**config.mk**
```make
export PLATFORM = sky130hd
export DESIGN_NAME = event_stat_serializer
export DESIGN_NICKNAME = d
export VERILOG_FILES = /design/src/rtl/event_stat_serializer.sv
export SDC_FILE = /design/constraint.sdc
export NUM_CORES = 1
export LEC_CHECK = 0
export ABC_AREA = 1
export CAP_MARGIN = 10
export CORE_UTILIZATION = 42
export DETAILED_ROUTE_END_ITERATION = 12
export HOLD_SLACK_MARGIN = 0.08
export PLACE_DENSITY = 0.66
export SYNTH_ARGS = -nofsm -noshare
export SYNTH_HDL_FRONTEND = slang
export SYNTH_SLANG_ARGS = --single-unit
export TNS_END_PERCENT = 20
```
**constraint.sdc**
```tcl
create_clock -name clk -period 2.6 [get_ports clk]
set_clock_uncertainty 0.15 [all_clocks]
set_input_delay 0.39 -clock clk [delete_from_list [all_inputs] [get_ports clk]]
set_output_delay 0.39 -clock clk [all_outputs]
set_load 0.02 [all_outputs]
```
**src/rtl/event_stat_serializer.sv**
```systemverilog
// Snapshots packed event statistics into a shadow register and streams them out
// as a framed sequence of 32-bit words: one header, then one word per peak counter.
module event_stat_serializer #(
   parameter int NUM_PEAK = 4,
   parameter int PEAK_W   = 16
) (
   input  logic                       clk,
   input  logic                       reset,
   input  logic                       snap_req,
   input  logic [NUM_PEAK*PEAK_W-1:0] stat_in,
   output logic [31:0]                m_data,
   output logic                       m_valid,
   input  logic                       m_ready,
   output logic                       m_last,
   output logic                       busy,
   output logic                       overrun,
   output logic [15:0]                frame_cnt
);

   localparam int STAT_W = NUM_PEAK * PEAK_W;
   localparam int IDX_W  = (NUM_PEAK > 1) ? $clog2(NUM_PEAK) : 1;
   localparam logic [IDX_W-1:0] LAST_IDX   = IDX_W'(NUM_PEAK - 1);
   localparam logic [7:0]       NUM_PEAK_B = 8'(NUM_PEAK);
   localparam logic [7:0]       HDR_TAG    = 8'hA5;

   typedef enum logic [1:0] {ST_IDLE, ST_HDR, ST_DATA} state_t;

   state_t            state_q, state_d;
   logic [IDX_W-1:0]  idx_q, idx_d;
   logic [STAT_W-1:0] shadow_q, shadow_d;
   logic [15:0]       frame_cnt_q, frame_cnt_d;
   logic              overrun_q, overrun_d;
   logic [31:0]       m_data_q, m_data_d;
   logic              m_valid_q, m_valid_d;
   logic              m_last_q, m_last_d;

   logic [31:0]       peak_words [NUM_PEAK];
   logic              handshake;
   logic              last_hs;
   logic              accept;
   logic [IDX_W-1:0]  idx_next;

   // Zero-extended view of each shadowed peak counter.
   for (genvar gi = 0; gi < NUM_PEAK; gi++) begin : g_peak
      assign peak_words[gi] = 32'(shadow_q[gi*PEAK_W +: PEAK_W]);
   end

   assign handshake = m_valid_q & m_ready;
   assign last_hs   = handshake && (state_q == ST_DATA) && (idx_q == LAST_IDX);
   assign accept    = snap_req && ((state_q == ST_IDLE) || last_hs);
   assign idx_next  = idx_q + 1'b1;

   always_comb begin
      state_d     = state_q;
      idx_d       = idx_q;
      shadow_d    = shadow_q;
      frame_cnt_d = frame_cnt_q;
      overrun_d   = overrun_q;
      m_data_d    = m_data_q;
      m_valid_d   = m_valid_q;
      m_last_d    = m_last_q;

      if (snap_req && !accept) begin
         overrun_d = 1'b1;
      end

      case (state_q)
         ST_HDR: begin
            if (handshake) begin
               state_d  = ST_DATA;
               idx_d    = '0;
               m_data_d = peak_words[0];
               m_last_d = (NUM_PEAK == 1);
            end
         end
         ST_DATA: begin
            if (handshake) begin
               if (idx_q != LAST_IDX) begin
                  idx_d    = idx_next;
                  m_data_d = peak_words[idx_next];
                  m_last_d = (idx_next == LAST_IDX);
               end else begin
                  state_d   = ST_IDLE;
                  idx_d     = '0;
                  m_data_d  = '0;
                  m_valid_d = 1'b0;
                  m_last_d  = 1'b0;
               end
            end
         end
         default: ;
      endcase

      // An accepted snapshot overrides the end-of-frame teardown so frames abut.
      if (accept) begin
         state_d     = ST_HDR;
         idx_d       = '0;
         shadow_d    = stat_in;
         frame_cnt_d = frame_cnt_q + 16'd1;
         m_data_d    = {HDR_TAG, NUM_PEAK_B, frame_cnt_q};
         m_valid_d   = 1'b1;
         m_last_d    = 1'b0;
      end
   end

   always_ff @(posedge clk) begin
      if (reset) begin
         state_q     <= ST_IDLE;
         idx_q       <= '0;
         shadow_q    <= '0;
         frame_cnt_q <= '0;
         overrun_q   <= 1'b0;
         m_data_q    <= '0;
         m_valid_q   <= 1'b0;
         m_last_q    <= 1'b0;
      end else begin
         state_q     <= state_d;
         idx_q       <= idx_d;
         shadow_q    <= shadow_d;
         frame_cnt_q <= frame_cnt_d;
         overrun_q   <= overrun_d;
         m_data_q    <= m_data_d;
         m_valid_q   <= m_valid_d;
         m_last_q    <= m_last_d;
      end
   end

   assign m_data    = m_data_q;
   assign m_valid   = m_valid_q;
   assign m_last    = m_last_q;
   assign busy      = (state_q != ST_IDLE);
   assign overrun   = overrun_q;
   assign frame_cnt = frame_cnt_q;

endmodule

```
==> impl_metrics.ini, run 1 <==
[logic_synthesis]
number_of_synthesized_register_bits = 104
yosysTopAreaCellShare_pct = 42.83
ys_top_cells_by_area = sky130_fd_sc_hd__dfxtp_1, sky130_fd_sc_hd__nand2_1, sky130_fd_sc_hd__a21oi_1, sky130_fd_sc_hd__o21ai_0, sky130_fd_sc_hd__o211ai_1
top_ff_cell_synth = sky130_fd_sc_hd__dfxtp_1
synth_area_um2 = 4861
synth.lib_cells_used.distinct = 31
number_of_enable_flip_flop_cells_after_synthesis = 0
synth_async_sr_flop_share_pct = 0
synthesized_instance_count = 706
synth.most_common_cell = sky130_fd_sc_hd__nand2_1
synthesis.area_per_instance_um2 = 6.885
yosysTopAreaCell = sky130_fd_sc_hd__dfxtp_1
synth.cells.most_frequent = sky130_fd_sc_hd__nand2_1, sky130_fd_sc_hd__dfxtp_1, sky130_fd_sc_hd__a21oi_1, sky130_fd_sc_hd__nor2_1, sky130_fd_sc_hd__o21ai_0
count_of_synthesis_stage_warnings_from_yosys = 0
synth-seq-area-share_pct = 42.83

[critical_path]
cp_num_cells = 9
arrival_ns = 2.28
cp_cell_sequence = inv_1 > ha_1 > clkinv_1 > o211ai_1 > nand2_1 > nand2_1 > nand3_1 > nor2_1 > nor2_1
worstPathBufferInverterCount = 2
cp_slowest_stage_delay_ns = 0.44
worst-setup-path-type = reg2reg
timing.critical_path.required_ns = 2.68
cell_family_with_most_cp_delay = buffers and inverters
worst_path_max_fanout = 17
worst_setup_path_start_kind = register
crit_slowest_cell = sky130_fd_sc_hd__dfxtp_2
worstRegToRegCells = 9
worst_setup_path_end_kind = register

[global_routing]
globalRoute.totalOverflow = 0
grt_antenna_before_repair = 0
first_pass_grt_wire_length_mm = 21.22
grt_max_degree = 71
overall_track_demand_over_capacity_in_global_routing_pct = 23.03
first_global_vias = 4520

[timing]
min_period_over_period_pct = 84.76
maxSlewViolCount = 0
period_minus_slack_ns = 2.204
fmaxAchievable_ghz = 0.4538
max_slew.worst_pin.slew_ns = 0.7075
rsz0062_at_grt = false
max-slew-margin-rel_pct = 52.78
finalSetupTns_ns = 0
report.final.hold_viol_count = 0
timing.final.setup_violations = 0

[drt]
detailroute.via_count = 4696
route.detailed.wl_per_inst_um = 13.87
drcViolationCount = 0
viasPerCell = 5.028
wirelength_mm = 12.95
firstDrtPassIters = 7
drtAntennaViolNets = 0
first_iter_violations = 308

[power_and_ir_drop]
cellLeakagePower_nw = 2.370
vdd_drop_max_v = 0.0004065
power_density_nw_per_um2 = 616.0

[cts]
cts_tree = done
cts.clk_slew.worst_paths_ns = 0.07
cts_post_setup_buffers_inserted = 0
cts_buffer_depth = 2
tritoncts.num_buffers = 9
ctsHtreeMaxLevel = 3
clk-insertion-delay-late_ns = 0.34
ctsResizeCount = 0
clk_root_buffer_cell = sky130_fd_sc_hd__clkbuf_16
clkSinkCount = 104
cts_hold_buf = 0

[worst_hold_path]
worstHoldPathCells = 2
worst_hold_path_type = reg2reg

[final_layout]
final_core_util_pct = 56.73
synthToLayoutAreaGrowth_pct = 29.29
design.final.nets = 861
filler_cell_count = 1068
layout-drive-gt1-share_pct = 4.534
antenna_cells_inserted = 0

[die]
die_height_um = 109.6
die-width_um = 109.6
core-area_um2 = 11080
initial_standard_cell_utilization_of_the_core_pct = 43.88
design.die.area_um2 = 12010
fp-row-count = 38
pin_count = 120

[place]
port_buffers = 108
routability_congestion_estimate_from_global_placement = 0.8450
dp_hpwl_mm = 9.378

[flow_run]
cap_viol_max_count = 0

[run_status]
outcome = finished clean
## cells by family (layout without fill, tap and decap cells)
logic type | Yosys count | after routing | share of synthesized area [%]
compound gates | 175 | 175 | 19.90
xor+xnor | 2 | 2 | 0.3604
fa+ha+maj | 3 | 3 | 0.7723
buf+inv | 111 | 189 | 10.76
flops | 104 | 104 | 42.83
other cells | 1 | 11 | 0.07715
simple gates | 310 | 310 | 25.30
## power breakdown
part           internal, mW  switching [mW]  total (mW)
Combinational         0.269           0.321       0.590
Sequential             1.70          0.0638        1.77
Clock                 0.938           0.577        1.52
## stage by stage
stage / std cells / hold slack, ns / area [um^2] / worst slack, ns / power [mW]
after floorplan: 716 / 0.2792 / 4898 / 0.4124 / 2.149
after global placement: 918 / 0.2919 / 5942 / 0.2130 / 2.380
after detailed placement: 918 / 0.2967 / 5942 / 0.1796 / 2.390
after CTS: 933 / 0.3063 / 6277 / 0.4150 / 3.897
after global routing: 934 / 0.3210 / 6285 / 0.1543 / 4.051
final: 934 / 0.3041 / 6285 / 0.3963 / 3.871
## area by class of cell
class / instances / area [um^2] / share of cell area (%)
Clock buffer: 10 / 229.0 / 3.643
Clock inverter: 5 / 106.4 / 1.692
Inverter: 53 / 198.9 / 3.165
Multi-Input combinational cell: 501 / 2301 / 36.61
Sequential cell: 104 / 2083 / 33.15
Tap cell: 140 / 175.2 / 2.787
Timing Repair Buffer: 121 / 1191 / 18.95
## state kept, by name, summed over array words and instances, names as in the netlist
name / flops
frame_cnt: 16
idx_q: 2
m_data: 17
m_last: 1
m_valid: 1
overrun: 1
shadow_q: 64
state_q: 2
## layout by cell type, fill, tap and decap left out
cell type	n
sky130_fd_sc_hd__nor2_1	58
sky130_fd_sc_hd__bufinv_16	3
sky130_fd_sc_hd__inv_2	3
sky130_fd_sc_hd__nand4_1	5
sky130_fd_sc_hd__nand3_4	1
sky130_fd_sc_hd__o21a_1	1
sky130_fd_sc_hd__buf_12	1
sky130_fd_sc_hd__nor2_2	1
sky130_fd_sc_hd__xor2_1	1
sky130_fd_sc_hd__o21ai_1	2
sky130_fd_sc_hd__ha_1	3
sky130_fd_sc_hd__and3_1	1
sky130_fd_sc_hd__nor3_1	1
sky130_fd_sc_hd__clkinv_1	1
sky130_fd_sc_hd__a22oi_1	2
sky130_fd_sc_hd__clkdlybuf4s50_1	108
sky130_fd_sc_hd__clkinv_4	1
sky130_fd_sc_hd__clkbuf_1	1
sky130_fd_sc_hd__clkinvlp_4	1
sky130_fd_sc_hd__conb_1	11
sky130_fd_sc_hd__nand3_1	27
sky130_fd_sc_hd__o21ai_0	55
sky130_fd_sc_hd__a21boi_0	1
sky130_fd_sc_hd__o211ai_1	32
sky130_fd_sc_hd__nand2_2	3
sky130_fd_sc_hd__nand2_1	213
sky130_fd_sc_hd__clkbuf_16	9
sky130_fd_sc_hd__buf_4	12
sky130_fd_sc_hd__xnor2_1	1
sky130_fd_sc_hd__inv_1	49
sky130_fd_sc_hd__o22ai_1	1
sky130_fd_sc_hd__a21oi_1	81
sky130_fd_sc_hd__dfxtp_2	1
sky130_fd_sc_hd__dfxtp_1	103
## worst min-delay path, delay by kind of cell (launching register included)
family,cells,cell delay (ns)
buffers and inverters,1,0.06
AOI/OAI and AO/OA,1,0.05
DFF,1,0.30
## metal layers
layer | share of wire [%] | up-vias | track usage [%]
li1 | - | 2437 | -
met1 | 46 | 2102 | 29.34
met2 | 47 | 147 | 38.95
met3 | 5.3 | 10 | 4.564
met4 | 1.5 | 0 | 7.524
met5 | 0 | - | 0
## final timing paths
| path | from | endpoint | slack, ns |
|---|---|---|---|
| max reg2reg | idx_q[0]$_SDFFE_PP0P_ | m_data[9]$_SDFFE_PP0P_ | 0.40 |
| min | shadow_q[39]$_SDFFE_PP0P_ | shadow_q[39]$_SDFFE_PP0P_ | 0.30 |
| max | idx_q[0]$_SDFFE_PP0P_ | m_data[9]$_SDFFE_PP0P_ | 0.40 |
| min reg2reg | shadow_q[39]$_SDFFE_PP0P_ | shadow_q[39]$_SDFFE_PP0P_ | 0.30 |
No activity file was read; power rests on OpenSTA's default activity.
==> run 2, diff against run 1 <==
Clock period 2.6 ns to 2.2 ns, I/O delays scaled along.
==> impl_metrics.ini, run 2 (synthesized netlist as in run 1, its figures left out) <==
[critical_path]
cp-startpoint = frame_cnt[1]$_SDFFE_PP0P_
worst_setup_path_start_kind = register
worstReg2RegEnd = frame_cnt[12]$_SDFFE_PP0P_
worst_path_max_fanout = 6
critical_path.reg2reg.startpoint = frame_cnt[1]$_SDFFE_PP0P_
arrival_ns = 2.10
worst-setup-path-type = reg2reg
rrSetupSlack_ns = 0.19
critical-path-top-cell-by-count = sky130_fd_sc_hd__nor2_1
crit_slowest_cell = sky130_fd_sc_hd__dfxtp_1
worstRegToRegCells = 8
cp_slowest_stage_delay_ns = 0.46
cp_cell_sequence = ha_1 > inv_1 > nor2_1 > nand4_1 > nor2_1 > nand3_1 > nand2_1 > nor2_1
timing.critical_path.required_ns = 2.29
worst_setup_path_end_kind = register
timing.critical_path.to = frame_cnt[12]$_SDFFE_PP0P_

[global_routing]
overall_track_demand_over_capacity_in_global_routing_pct = 23.48
first_pass_grt_wire_length_mm = 21.71
globalRoute.totalOverflow = 0
grt_antenna_before_repair = 0
first_global_vias = 4530
grt_max_degree = 87

[cts]
clkSinkCount = 104
cts_tree = done
tritoncts.num_buffers = 9
clk_root_buffer_cell = sky130_fd_sc_hd__clkbuf_16
ctsHtreeMaxLevel = 3
cts_buffer_depth = 2
clk-insertion-delay-late_ns = 0.34
cts_post_setup_buffers_inserted = 0
ctsResizeCount = 0
cts_hold_buf = 0
cts.clk_slew.worst_paths_ns = 0.07

[timing]
rsz0062_at_grt = false
max_slew.worst_pin.slew_ns = 0.5526
fin_ws_ns = 0.1873
min_period_over_period_pct = 91.48
report.final.hold_viol_count = 0
fmaxAchievable_ghz = 0.4969
finalSetupTns_ns = 0
timing.final.setup_violations = 0
period_minus_slack_ns = 2.013
max-slew-margin-rel_pct = 63.16
maxSlewViolCount = 0

[final_layout]
seq_area_um2 = 2083
stdcell_area_um2 = 6272
largest_register_ffs = 64
filler_cell_count = 1074
synthToLayoutAreaGrowth_pct = 29.03
top_library_cells_by_usage_in_the_layout_fill_and_taps_aside = sky130_fd_sc_hd__nand2_1, sky130_fd_sc_hd__clkdlybuf4s50_1, sky130_fd_sc_hd__dfxtp_1
layout-drive-gt1-share_pct = 5.013
multi_input_comb_area_um2 = 2301
antenna_cells_inserted = 0
final_core_util_pct = 56.62
design.final.nets = 864
most_common_cell_after_layout_fill_and_taps_aside = sky130_fd_sc_hd__nand2_1
registers.top_by_ff_count = shadow_q

[drt]
firstDrtPassIters = 5
drcViolationCount = 0
viasPerCell = 5.130
drtAntennaViolNets = 0
wirelength_mm = 13.11
first_iter_violations = 299
detailroute.via_count = 4812
route.detailed.wl_per_inst_um = 13.98

[power_and_ir_drop]
power_density_nw_per_um2 = 685.0
vdd_drop_max_v = 0.0003488
cellLeakagePower_nw = 2.375

[worst_hold_path]
worst_hold_path_type = reg2reg

[die]
core-area_um2 = 11080
initial_standard_cell_utilization_of_the_core_pct = 43.88
fp-row-count = 38
die_height_um = 109.6
die-width_um = 109.6
design.die.area_um2 = 12010
pin_count = 120

[flow_run]
cap_viol_max_count = 0

[run_status]
outcome = finished clean

[place]
routability_congestion_estimate_from_global_placement = 0.8233
placed_cell_area_um2 = 5997
dp_hpwl_mm = 9.471
port_buffers = 108
pre_cts_ws_ns = 0.08687
run 2: cell count changes in the layout (fill, tap and decap cells not counted), sizes merged:
| cell | change |
|---|---|
| bufinv | -3 |
| clkbuf | +1 |
| clkinvlp | -1 |
| buf | +3 |
| clkinv | +4 |
run 2: per-stage QoR:
step	total power, mW	hold WS, ns	std cells
detailed placement	2.843	0.2945	922
global route	4.498	0.3263	938
floorplan	2.540	0.2792	716
CTS	4.322	0.3057	938
global placement	2.829	0.2887	922
finish	4.297	0.3017	938
run 2: how the worst min path moves through the flow:
stage | end | slack [ns] | from | depth (start not counted)
5_1_grt | shadow_q[41]$_SDFFE_PP0P_ | 0.33 | shadow_q[41]$_SDFFE_PP0P_ | 2
3_5_place_dp | shadow_q[38]$_SDFFE_PP0P_ | 0.29 | shadow_q[38]$_SDFFE_PP0P_ | 2
6_report | shadow_q[32]$_SDFFE_PP0P_ | 0.30 | shadow_q[32]$_SDFFE_PP0P_ | 2
2_1_floorplan | shadow_q[32]$_SDFFE_PP0P_ | 0.28 | shadow_q[32]$_SDFFE_PP0P_ | 2
3_3_place_gp | shadow_q[45]$_SDFFE_PP0P_ | 0.29 | shadow_q[45]$_SDFFE_PP0P_ | 2
4_1_cts | shadow_q[38]$_SDFFE_PP0P_ | 0.31 | shadow_q[38]$_SDFFE_PP0P_ | 2
run 2: metal layers:
metal | share of wire [%] | up-vias | track usage (%)
li1 | - | 2456 | -
met1 | 47 | 2176 | 32.07
met2 | 46 | 166 | 38.50
met3 | 6.1 | 14 | 3.379
met4 | 1.6 | 0 | 6.667
met5 | 0 | - | 0
run 2: power by group:
part	total [mW]	switching, mW	internal [mW]
sequential	2.08	0.0674	2.01
clock	1.50	0.700	0.798
combinational	0.720	0.392	0.328
run 2: final cells by class:
| type | instances | area share (%) |
|---|---|---|
| well taps | 140 | 2.793 |
| clock inverters | 5 | 0.5187 |
| inverters | 53 | 3.172 |
| repair buffers | 124 | 19.75 |
| flip-flops and latches | 104 | 33.21 |
| multi-input cells | 501 | 36.68 |
| clock buffers | 11 | 3.870 |
run 2: critical path, delay by kind of cell (launching register included):
family | cells | cell delay, ns
and+or+nand+nor | 6 | 0.93
DFF | 1 | 0.46
adders and majority gates | 1 | 0.29
buffers and inverters | 1 | 0.08
